$ cat src/rtl/mem_if_ctrl.sv
// rtl/mem_if_ctrl.sv - single-beat bus to four byte-lane data memory controller
// Fans a 32-bit request out to four 16384x8 lanes and returns a one-cycle ack or err.
module mem_if_ctrl #(
  parameter int unsigned WAIT_CYCLES = 0
) (
  input  logic        clk,
  input  logic        rst,
  input  logic        cyc_i,
  input  logic        stb_i,
  input  logic        we_i,
  input  logic [31:0] adr_i,
  input  logic [3:0]  sel_i,
  input  logic [31:0] dat_i,
  output logic [31:0] dat_o,
  output logic        ack_o,
  output logic        err_o,
  output logic [13:0] mem_adr,
  output logic [3:0]  mem_en,
  output logic        mem_we,
  output logic [31:0] mem_dat_o,
  input  logic [31:0] mem_dat_i
);

  typedef enum logic [1:0] {IDLE, ACCESS, ACK, ERR} state_t;

  state_t      state, state_nxt;
  logic [3:0]  cnt;
  logic [3:0]  sel_q;
  logic        we_q;
  logic        req;
  logic        bad_req;
  logic        last;
  logic [31:0] lane_mask;

  assign req     = cyc_i & stb_i;
  assign bad_req = (adr_i[31:16] != 16'h0000) || (sel_i == 4'h0);
  assign last    = (cnt == 4'd0);

  always_comb begin
    for (int i = 0; i < 4; i++) begin
      lane_mask[8*i +: 8] = {8{sel_q[i]}};
    end
  end

  always_ff @(posedge clk or negedge rst) begin
    if (!rst) begin
      state <= IDLE;
    end else begin
      state <= state_nxt;
    end
  end

  always_comb begin
    state_nxt = state;
    case (state)
      IDLE:    if (req) state_nxt = bad_req ? ERR : ACCESS;
      ACCESS: begin
        if (!cyc_i)    state_nxt = IDLE;
        else if (last) state_nxt = ACK;
      end
      ACK:     state_nxt = IDLE;
      ERR:     state_nxt = IDLE;
      default: state_nxt = IDLE;
    endcase
  end

  // Writes hold the lanes off until the last wait cycle so each byte is written once;
  // cyc_i gates the strobe so an abort in that cycle never reaches the macros.
  always_comb begin
    ack_o  = 1'b0;
    err_o  = 1'b0;
    mem_en = 4'h0;
    mem_we = 1'b0;
    case (state)
      ACCESS: begin
        if (cyc_i && (!we_q || last)) begin
          mem_en = sel_q;
          mem_we = we_q;
        end
      end
      ACK:     ack_o = 1'b1;
      ERR:     err_o = 1'b1;
      default: ;
    endcase
  end

  always_ff @(posedge clk or negedge rst) begin
    if (!rst) begin
      cnt       <= 4'd0;
      sel_q     <= 4'h0;
      we_q      <= 1'b0;
      mem_adr   <= 14'd0;
      mem_dat_o <= 32'd0;
      dat_o     <= 32'd0;
    end else begin
      if (state == IDLE && req) begin
        cnt       <= WAIT_CYCLES[3:0];
        sel_q     <= sel_i;
        we_q      <= we_i;
        mem_adr   <= adr_i[15:2];
        mem_dat_o <= dat_i;
      end else if (state == ACCESS && !last) begin
        cnt <= cnt - 4'd1;
      end
      // Unselected lanes float, so their bytes are forced to zero.
      if (state == ACCESS && cyc_i && last && !we_q) begin
        dat_o <= mem_dat_i & lane_mask;
      end
    end
  end

endmodule

$ cat config.mk
export PLATFORM = sky130hd
export DESIGN_NAME = mem_if_ctrl
export DESIGN_NICKNAME = d
export VERILOG_FILES = /design/src/rtl/mem_if_ctrl.sv
export SDC_FILE = /design/constraint.sdc
export NUM_CORES = 1
export LEC_CHECK = 0
export ABC_AREA = 1
export CORE_MARGIN = 4
export CORE_UTILIZATION = 36
export DETAILED_ROUTE_END_ITERATION = 10
export PLACE_DENSITY = 0.81
export SKIP_CTS_REPAIR_TIMING = 1
export SLEW_MARGIN = 20
export SYNTH_ARGS = -nofsm -noshare
export SYNTH_HDL_FRONTEND = slang
export SYNTH_SLANG_ARGS = --single-unit
$ cat constraint.sdc
create_clock -name clk -period 1.4 [get_ports clk]
set_input_delay 0.14 -clock clk [delete_from_list [all_inputs] [get_ports clk]]
set_output_delay 0.14 -clock clk [all_outputs]
set_load 0.1 [all_outputs]
==> metrics.md, run 1 <==
| Metric | Value |
|---|---|
| Failing checks | `setup timing` |
| Initial DRC count | `168` |
| Total Routing Usage GR | `19.27%` |
| Max-Cap Viols | `0` |
| RSZ-0062 raised after global routing | `yes` |
| Post-synthesis register bit count | `89` |
| Gp weighted congestion | `0.8009` |
| Chip height | `109.1 um` |
| Setup TNS | `-9686 ps` |
| Synth area leader | `dfrtp_1` |
| # rows | `36` |
| Pre-antenna DRT Iters | `4` |
| Post-route DRC violation count | `0` |
| Diodes inserted | `0` |
| CTS H-tree depth | `3` |
| Initial Utilization | `37.29%` |
| Crit. End Element | `output port` |
| Pin count of the biggest net entering global routing | `65` |
| Syn_area_per_cell | `8.696 sq um` |
| Root buffer cell | `clkbuf_8` |
| Fin area | `7246 sq um` |
| Fmax | `543.8 MHz` |
| Global-route wire length before repair | `17790 um` |
| Post-Syn Area | `3679 sq um` |
| Critical Path Start Type | `flip-flop` |
| Synth Warn # | `0` |
| Rel. slew slack | `66.99%` |
| Layout cells sized above 1 | `27.12%` |
| Skew final | `13.77 ps` |
| Layout area overhead | `96.97%` |
| Post-Syn Instances | `423` |
| Post-Syn Nets | `530` |
| Cts bufs inserted | `9` |
| Worst slew pin tran | `495.1 ps` |
| Worst Path Max Fanout | `4` |
| Fin crit period | `1839 ps` |
| Detail Route Antenna Nets | `0` |
| Yosys top cell area share | `60.54%` |
| Final HPWL DP | `9174 um` |
| Slew Limit Fails | `0` |
| Vias | `3633` |
| Run status | `finished with violations` |
| Worst Path Arrival | `1700 ps` |
| Final setup viols | `37` |
| Vias in the first global route | `3585` |
| Post-synthesis sequential area ratio | `60.54%` |
| Global route overflow | `0` |
| Clk buf depth | `2` |
| Clk_lat worst skew | `340 ps` |
| Final wirelength | `12820 um` |
| Placed cell area | `6822 sq um` |
| CTS tree | `built` |
| Clock slew at reported path FFs | `100 ps` |
| Largest cells by area after synthesis | `dfrtp_1, nand2_1, nand3_1, inv_1, o21ai_0` |
| FILL cells | `647` |
| Initial antenna violation count | `0` |
| Worst hold path class | `primary input to async pin` |
| Count of final hold-check violations | `0` |
| Ports | `190` |
| Distinct cells, synth | `21` |
| Req. time, crit path | `1260 ps` |
| Core ar. | `9864 sq um` |
| Nets@finish | `740` |
| Worst hold slack | `295.2 ps` |
| I/O Buffers | `187` |
| Final Util | `73.45%` |
| Via density | `4.712` |
| Final WS setup | `-439.0 ps` |
| Die area | `11900 sq um` |
| Clk sinks | `89` |
| WS Path Type | `flip-flop to output port` |
| Tcrit/Tclk final | `131.4%` |
| Die X | `109.1 um` |
| Drt wl/cell | `16.63 um` |
-- metal layers --
metal,global-route usage (%),wire [um],up-vias,part of all wire [%]
li1,-,-,1730,-
met1,22.47,4725,1710,37
met2,33.20,6515,172,51
met3,6.809,1340,21,10
met4,5.951,238,0,1.9
met5,0,0,-,0
-- cell usage after synthesis (all sizes together) --
cell,number
dfrtp,89
nand3,38
a21oi,3
ha,2
nor2,14
nand2,159
nand4,1
clkbuf,12
o21ai,40
nor3,4
buf,9
nor3b,4
inv,48
-- per-stage QoR --
stage          worst slack [ps]  std cells
2_1_floorplan            -490.8        423
3_3_place_gp             -174.8        744
3_5_place_dp             -272.2        744
4_1_cts                  -516.2        760
5_1_grt                  -530.0        771
6_report                 -439.0        771
-- critical path, stage by stage (launching register included) --
cell	delay [ps]
dfrtp_1	410
inv_2	80
ha_4	130
nand3_4	90
inv_2	80
o21ai_4	100
nor3b_4	260
buf_12	200
-- flip-flops by register name, summed over array words and instances (netlist names) --
register   flops
cnt            4
dat_o         32
mem_adr       14
mem_dat_o     32
sel_q          4
state          2
we_q           1
-- area by class of cell --
cell class / count / area, sq um / share of cell area [%]
Clock inverter: 5 / 63.81 / 0.8807
Inverter: 48 / 186.4 / 2.573
Multi-Input combinational cell: 265 / 1350 / 18.63
Clock buffer: 11 / 141.4 / 1.951
Tap cell: 133 / 166.4 / 2.297
Timing Repair Buffer: 220 / 3109 / 42.91
Sequential cell: 89 / 2228 / 30.75
-- logic make-up after synthesis --
family,Yosys count,share of synthesized area [%]
buffers and inverters,69,7.993
AOI/OAI and AO/OA,43,5.850
and+or+nand+nor,220,24.93
DFF,89,60.54
adders and majority gates,2,0.6802
-- layout by cell type (no fill, tap or decap), types with 12 or more instances in the layout --
cell type	instances
clkdlybuf4s50_1	101
buf_12	89
nand2_1	155
inv_1	42
dfrtp_1	88
nand3_1	27
buf_4	21
nor2_1	12
o21ai_1	26
-- final timing paths --
| kind | startpoint | to | slack (ps) | cells after the start |
|---|---|---|---|---|
| max | cnt[1] | mem_en[2] | -440 | 7 |
| min | rst | dat_o[11] | 300 | 2 |
| max reg2reg | cnt[1] | dat_o[12] | -280 | 9 |
| min reg2reg | mem_dat_o[30] | mem_dat_o[30] | 550 | 2 |
| max in group asynchronous | rst | mem_adr[0] | 580 | 3 |
| min in group clk | adr_i[11] | mem_adr[9] | 320 | 3 |
Power of run 1 is not shown: default switching activity piles up to over one toggle a cycle in this logic, so the estimate is an artifact.
==> run 2: changes to the inputs <==
Settings changed: ABC_CLOCK_PERIOD_IN_PS set to 1400.
==> results of run 2 <==
No change in the layout: final DEF, timing and power equal those of run 1.
Power of run 2 is left out for the same reason.
